$ cat config.mk
export PLATFORM = sky130hd
export DESIGN_NAME = fft_result_reader
export DESIGN_NICKNAME = d
export VERILOG_FILES = /design/src/rtl/fft_result_reader.sv
export SDC_FILE = /design/constraint.sdc
export NUM_CORES = 1
export LEC_CHECK = 0
export BUFFER_PORTS_ARGS = -buffer_cell sky130_fd_sc_hd__buf_4
export CAP_MARGIN = 25
export CORE_MARGIN = 5
export CORE_UTILIZATION = 48
export DETAILED_ROUTE_END_ITERATION = 12
export PLACE_DENSITY = 0.74
export SLEW_MARGIN = 20
export SYNTH_ARGS = -nofsm -noshare
export SYNTH_HDL_FRONTEND = slang
export SYNTH_SLANG_ARGS = --single-unit
$ cat constraint.sdc
create_clock -name clk -period 2.7 [get_ports clk]
set_clock_uncertainty 0.1 [all_clocks]
set_input_delay 0.675 -clock clk [delete_from_list [all_inputs] [get_ports clk]]
set_output_delay 0.675 -clock clk [all_outputs]
set_load 0.1 [all_outputs]
$ cat src/rtl/fft_result_reader.sv
// Streams a finished FFT frame out of the result RAM as valid/ready samples.
// Define FFT_BITREV_EN to read a bit-reversed RAM in natural frequency order.
module fft_result_reader #(
  parameter int unsigned N_POINTS = 32,
  parameter int unsigned ADDR_W   = 5,
  parameter int unsigned DATA_W   = 16
) (
  input  logic              clk,
  input  logic              rst,
  input  logic              fft_finish,
  output logic              rd_en,
  output logic [ADDR_W-1:0] rd_addr,
  input  logic [DATA_W-1:0] rd_data,
  output logic [DATA_W-1:0] out_data,
  output logic              out_valid,
  input  logic              out_ready,
  output logic              out_last,
  output logic              busy,
  output logic              overrun
);

  typedef enum logic [1:0] {
    IDLE  = 2'd0,
    READ  = 2'd1,
    DRAIN = 2'd2
  } state_t;

  state_t state, state_next;

  logic [ADDR_W-1:0] rd_idx;
  logic              inflight;
  logic              inflight_last;
  logic              sk_valid;
  logic              sk_last;
  logic [DATA_W-1:0] sk_data;
  logic              pop;
  logic              last_rd;
  logic [2:0]        level;

  // Occupancy after this cycle's pop, including the word returning from RAM now.
  assign pop     = out_valid & out_ready;
  assign level   = 3'(out_valid) + 3'(sk_valid) + 3'(inflight) - 3'(pop);
  assign last_rd = (rd_idx == ADDR_W'(N_POINTS - 1));

`ifdef FFT_BITREV_EN
  always_comb begin
    rd_addr = '0;
    for (int b = 0; b < int'(ADDR_W); b++) begin
      rd_addr[b] = rd_idx[int'(ADDR_W) - 1 - b];
    end
  end
`else
  assign rd_addr = rd_idx;
`endif

  always_ff @(posedge clk) begin
    if (rst) begin
      state <= IDLE;
    end else begin
      state <= state_next;
    end
  end

  // A read may issue only when its data is guaranteed a buffer slot next cycle.
  always_comb begin
    state_next = state;
    rd_en      = 1'b0;
    case (state)
      IDLE: begin
        if (fft_finish) begin
          state_next = READ;
        end
      end
      READ: begin
        rd_en = (level < 3'd2);
        if (rd_en && last_rd) begin
          state_next = DRAIN;
        end
      end
      DRAIN: begin
        if (level == 3'd0) begin
          state_next = IDLE;
        end
      end
      default: begin
        state_next = IDLE;
      end
    endcase
  end

  always_ff @(posedge clk) begin
    if (rst) begin
      rd_idx        <= '0;
      inflight      <= 1'b0;
      inflight_last <= 1'b0;
      out_valid     <= 1'b0;
      out_data      <= '0;
      out_last      <= 1'b0;
      sk_valid      <= 1'b0;
      sk_data       <= '0;
      sk_last       <= 1'b0;
      busy          <= 1'b0;
      overrun       <= 1'b0;
    end else begin
      busy          <= (state_next != IDLE);
      inflight      <= rd_en;
      inflight_last <= rd_en & last_rd;
      if (fft_finish && (state != IDLE)) begin
        overrun <= 1'b1;
      end
      if (rd_en) begin
        rd_idx <= rd_idx + ADDR_W'(1);
      end
      // Head register drives the output; skid entry absorbs a stalled return.
      if (!out_valid || pop) begin
        if (sk_valid) begin
          out_valid <= 1'b1;
          out_data  <= sk_data;
          out_last  <= sk_last;
          sk_valid  <= inflight;
          if (inflight) begin
            sk_data <= rd_data;
            sk_last <= inflight_last;
          end
        end else begin
          out_valid <= inflight;
          if (inflight) begin
            out_data <= rd_data;
            out_last <= inflight_last;
          end
        end
      end else if (inflight) begin
        sk_valid <= 1'b1;
        sk_data  <= rd_data;
        sk_last  <= inflight_last;
      end
    end
  end

endmodule

==> results.yml, run 1 <==
finish:
  area_growth_pct: 23.56
  multi_input_area_um2: 1130
  post-route-util: 0.6122
  final_cell_mix: "buf_4 (51), dfxtp_1 (46), mux2i_1 (37), nand2b_1 (35), a21oi_1 (20)"
  nets: 283
  regArea_um2: 944.7
  drive_gt1_frac: 0.2674
  final_common_cell: "buf_4"
  fill_cells: 392
  num_antenna_cells: 0
outcome:
  outcome: "finished with violations"
  violations: "setup timing"
cts:
  cts_tree: "yes"
  clock_latency_ns: 0.29
  postCtsHoldBufs: 0
  max-clock-path-buffers: 2
  cts_buffers: 5
  clkTransAtPathRegs_ns: 0.07
  htreeDepth: 2
  root_buffer: "clkbuf_8"
  cts_sinks: 47
worst_hold_path:
  min_path_type: "reg2reg"
  holdCritStartpoint: "overrun$_SDFFE_PP0P_"
routing:
  first_pass_iters: 4
  post_drt_via_cell_ratio: 5.384
  final_antenna_net_count: 0
  drt_iter0_markers: 49
  drc: 0
  vias: 1669
  wl_mm: 4.512
  wl_per_cell_um: 14.55
power:
  cellInternalPower_mw: 1.058
  p_comb_frac: 0.232
  p_seq_frac: 0.474
  p_clk_frac: 0.294
  power_switching_mw: 0.4995
  total_power_mw: 1.557
  ir_drop_v: 0.0003083
  sw_frac_of_total: 0.3207
  powerDensity_nw_per_um2: 580.3
  p_leak_nw: 1.014
floorplanning:
  start_util: 0.4954
  die_w_um: 77.27
  die_h_um: 77.27
  dieArea_um2: 5971
  ioPinCount: 46
  num_rows: 24
  core_area_um2: 4384
place:
  preCtsSetupSlack_ns: -0.3752
  post-dp-hpwl_mm: 2.996
  port_buffers: 45
  globalplace.congestion: 0.7228
yosys:
  yosysWarnings: 0
  yosysTopAreaCellShare: 0.4332
  synth_nets: 240
  ys_seq_area_frac: 0.4332
  synth_area_um2: 2172
  synth_area_leaders: "dfxtp_1 (43%), mux2i_1 (17%), nand2b_1 (10%)"
  syn_area_per_cell_um2: 10.10
  syn_inst: 215
  yosysTopAreaCell: "dfxtp_1"
  ys_ff_latch: 47
  ys_types: 36
critical_path:
  cp_cell_sequence: "buf_6 > and2_4 > ha_4 > fa_2 > ha_4 > nand3b_4 > inv_8 > buf_12"
  crit_type: "in2out"
  cp_common_cell: "ha_4"
  worst_ep_arrival_time_ns: 2.10
  required_ns: 1.92
  rr_startpoint: "out_valid$_SDFFE_PP0N_"
  cpMaxStageDelayCell: "fa_2"
  critPathMaxFanout: 3
  critPathCaptureType: "primary output"
  startpoint_type: "primary input"
  crit_path_start: "out_ready"
  critPathMaxStageDelay_ns: 0.35
sta:
  hold_ws_ns: 0.3497
  period_minus_slack_ns: 2.871
  setup-violations-final: 1
  worst_slack_ns: -0.1706
  period_share: 1.063
  worst_pin_slew_ns: 0.6524
  final.setup.tns_ns: -0.1706
  final_max_slew_viol_count: 0
  max_freq_mhz: 348.4
  slew_headroom: 0.5651
  rsz0062_at_grt: "true"
  finalHoldViolCount: 0
global_route:
  antenna_found_initial: 0
  grt_pass1_vias: 1679
  grt_max_degree: 64
  grt_overflow: 0
  grt_pass1_wl_mm: 7.976
  grt.total_usage: 0.1615
job:
  drv_cap: 0
==> Yosys cell counts (all sizes together) <==
cell type,n
dfxtp,47
mux2i,37
or3,1
o21a,1
nand2,1
a21oi,22
nor4,1
a31oi,1
xor2,2
a211oi,17
clkbuf,4
and3,2
nand3b,1
nor3,2
and2b,1
and2,2
nor2,6
buf,13
and4b,1
ha,4
inv,6
nand2b,35
fa,1
nand4b,1
nand3,1
or2,1
o21ai,3
a2111oi,1
==> per-layer routing <==
| metal | global-route usage | part of all wire | vias up |
|---|---|---|---|
| met4 | 0.05326 | 0.014 | 0 |
| met3 | 0.04684 | 0.050 | 7 |
| li1 | - | - | 837 |
| met2 | 0.2736 | 0.48 | 37 |
| met1 | 0.1945 | 0.45 | 788 |
| met5 | 0 | 0 | - |
==> layout make-up <==
class,count,area share
clock buffer,7,0.03636
timing repair buffer,53,0.1543
inverter,6,0.01212
multi-input combinational,145,0.4210
sequential,47,0.3520
tap,52,0.02424
==> flip-flops by register name, indices dropped and copies added, names as in the netlist <==
signal,count
out_data,16
sk_data,16
rd_addr,5
state,2
busy,1
inflight,1
inflight_last,1
out_last,1
out_valid,1
overrun,1
sk_last,1
sk_valid,1
==> stage by stage <==
stage | std cells | cell area (µm²)
after CTS | 310 | 2684
after global placement | 302 | 2562
final | 310 | 2684
after global routing | 310 | 2684
after detailed placement | 302 | 2562
after floorplan | 215 | 2213
==> power groups by stage <==
stage	logic, mW	clock network (mW)	registers (mW)
detailed placement	0.358	0	0.755
global route	0.383	0.508	0.742
CTS	0.364	0.479	0.739
global placement	0.355	0	0.754
finish	0.362	0.458	0.738
floorplan	0.109	0	0.919
==> kinds of logic after synthesis <==
group                    after synthesis  synth area share
multiplexers                          37            0.1705
adder cells (fa/ha/maj)                5           0.03226
XOR/XNOR                               2          0.008066
AND/OR/NAND/NOR                       56            0.1613
buffers and inverters                 23           0.06048
AO/OA/AOI/OAI                         45            0.1342
flip-flops                            47            0.4332
==> final timing paths <==
kind	endpoint	slack, ns	cells after the start
worst max-delay path	rd_en	-0.17	8
worst min-delay path	overrun$_SDFFE_PP0P_	0.35	2
worst max register to register	rd_addr[3]$_SDFFE_PP0P_	0.28	9
worst min register to register	overrun$_SDFFE_PP0P_	0.35	2
==> timing repair <==
| action | in CTS | in global routing |
|---|---|---|
| setup endpoints to repair | 1 | 1 |
| pin swaps | 4 | 0 |
| resized for setup | 4 | 0 |
| setup buffers | 1 | 0 |
==> critical path: cells and delay by family <==
family                     cells  cell delay (ns)
and+or+nand+nor                2             0.24
buffers and inverters          3             0.32
adders and majority gates      3             0.85
No activity file was read; power rests on OpenSTA's default activity.
==> run 2: changes to the inputs <==
--- a/config.mk
+++ b/config.mk
@@ -11,6 +11,7 @@
 export CORE_UTILIZATION = 48
 export DETAILED_ROUTE_END_ITERATION = 12
 export PLACE_DENSITY = 0.74
+export RECOVER_POWER = 25
 export SLEW_MARGIN = 20
 export SYNTH_ARGS = -nofsm -noshare
 export SYNTH_HDL_FRONTEND = slang
==> run 2 against run 1 <==
  * The run still ends with setup timing left
  * Combinational power about the same
  * Utilization down 0.057 points
  * Design area about the same
  * Hold slack unchanged
  * Critical endpoint unchanged
  * Total power about the same
==> results.yml, run 2 (synthesis gave the netlist of run 1 again) <==
place:
  place_area_um2: 2562
  port_buffers: 45
  post-dp-hpwl_mm: 2.996
  globalplace.congestion: 0.7228
  post-place-cells: 302
cts:
  root_buffer: "clkbuf_8"
  htreeDepth: 2
  cts_sinks: 47
  clock_latency_ns: 0.29
  cts_buffers: 5
  cts_tree: "yes"
  max-clock-path-buffers: 2
  clkTransAtPathRegs_ns: 0.07
global_route:
  grt_pass1_wl_mm: 7.976
  grt_overflow: 0
  antenna_found_initial: 0
  grt_max_degree: 64
  grt.total_usage: 0.1615
  grt_pass1_vias: 1679
sta:
  max_freq_mhz: 348.4
  finalHoldViolCount: 0
  worst_slack_ns: -0.1706
  period_share: 1.063
  final.setup.tns_ns: -0.1706
  setup-violations-final: 1
  rsz0062_at_grt: "true"
  period_minus_slack_ns: 2.871
  slew_headroom: 0.2973
  worst_pin_slew_ns: 1.054
  final_max_slew_viol_count: 0
power:
  powerDensity_nw_per_um2: 580.9
  ir_drop_v: 0.0003083
  p_leak_nw: 1.013
  total_power_mw: 1.558
routing:
  drc: 0
  post_drt_via_cell_ratio: 5.384
  vias: 1669
  first_pass_iters: 4
  drt_iter0_markers: 49
  final_antenna_net_count: 0
  wl_mm: 4.512
  wl_per_cell_um: 14.55
outcome:
  violations: "setup timing"
  outcome: "finished with violations"
critical_path:
  crit_type: "in2out"
  required_ns: 1.92
  critPathMaxFanout: 3
  critPathMaxStageDelay_ns: 0.35
  startpoint_type: "primary input"
  cp_common_cell: "ha_4"
  crit_buf_inv: 3
  cp_cell_sequence: "buf_6 > and2_4 > ha_4 > fa_2 > ha_4 > nand3b_4 > inv_8 > buf_12"
  cpMaxStageDelayCell: "fa_2"
  worst_ep_arrival_time_ns: 2.10
  critPathCaptureType: "primary output"
  path_delay_family: "adder cells"
finish:
  drive_gt1_frac: 0.2674
  post-route-util: 0.6116
  num_antenna_cells: 0
  instances_no_fill: 310
  regArea_um2: 944.7
  final_common_cell: "buf_4"
  area_growth_pct: 23.44
  final_cell_mix: "buf_4 (50), dfxtp_1 (46), mux2i_1 (37), nand2b_1 (35), a21oi_1 (20)"
  multi_input_area_um2: 1130
  nets: 283
  stdcell_area_um2: 2681
  fill_cells: 392
floorplanning:
  ioPinCount: 46
  die_h_um: 77.27
  dieArea_um2: 5971
  num_rows: 24
  die_w_um: 77.27
  core_area_um2: 4384
  start_util: 0.4954
worst_hold_path:
  min_path_type: "reg2reg"
job:
  drv_cap: 0
run 2: cell count changes in the layout (fill, tap and decap cells not counted):
cell	delta
clkbuf_2	+1
buf_4	-1
run 2: layout make-up:
type,instances,area share
multi-input cells,145,0.4214
inverters,6,0.01213
repair buffers,53,0.1535
flip-flops and latches,47,0.3523
clock buffers,7,0.03640
well taps,52,0.02427
run 2: final timing paths:
kind                            depth (start not counted)                       to                    from  slack (ns)
worst max-delay path                                    8                    rd_en               out_ready       -0.17
worst min-delay path                                    2     overrun$_SDFFE_PP0P_    overrun$_SDFFE_PP0P_        0.35
worst max register to register                          9  rd_addr[3]$_SDFFE_PP0P_  out_valid$_SDFFE_PP0N_        0.26
worst min register to register                          2     overrun$_SDFFE_PP0P_    overrun$_SDFFE_PP0P_        0.35
run 2: what timing repair did:
action	4_1_cts	5_1_grt
buffers inserted	1	0
endpoints found under the hold margin	0	0
gates resized for setup	4	0
hold buffers	0	0
setup endpoints to repair	1	1
pin swaps	4	0
run 2: worst reg2reg max path, cell delays in order (launching register included):
cell and delay, ns:
dfxtp_4 0.36, and2_4 0.16, ha_4 0.21, fa_2 0.35, ha_4 0.29, nand3b_4 0.11, buf_4 0.16, buf_4 0.15
or3_1 0.34, a21oi_1 0.13
run 2: stage by stage:
step | setup slack, ns | hold slack, ns
6_report | -0.1706 | 0.3497
5_1_grt | -0.2124 | 0.3785
4_1_cts | -0.1728 | 0.3569
3_5_place_dp | -0.3752 | 0.3448
3_3_place_gp | -0.3525 | 0.3360
2_1_floorplan | -0.1067 | 0.3483
run 2: layer usage:
layer	vias up	share of wire	global-route usage
li1	837	-	-
met1	788	0.45	0.1945
met2	37	0.48	0.2736
met3	7	0.051	0.04684
met4	0	0.014	0.05326
met5	-	0	0
run 2: power by group:
part           internal, mW  switching [mW]  total [mW]
combinational         0.104           0.258       0.362
clock                 0.234           0.223       0.458
sequential            0.719          0.0186       0.738
total                  1.06           0.499        1.56
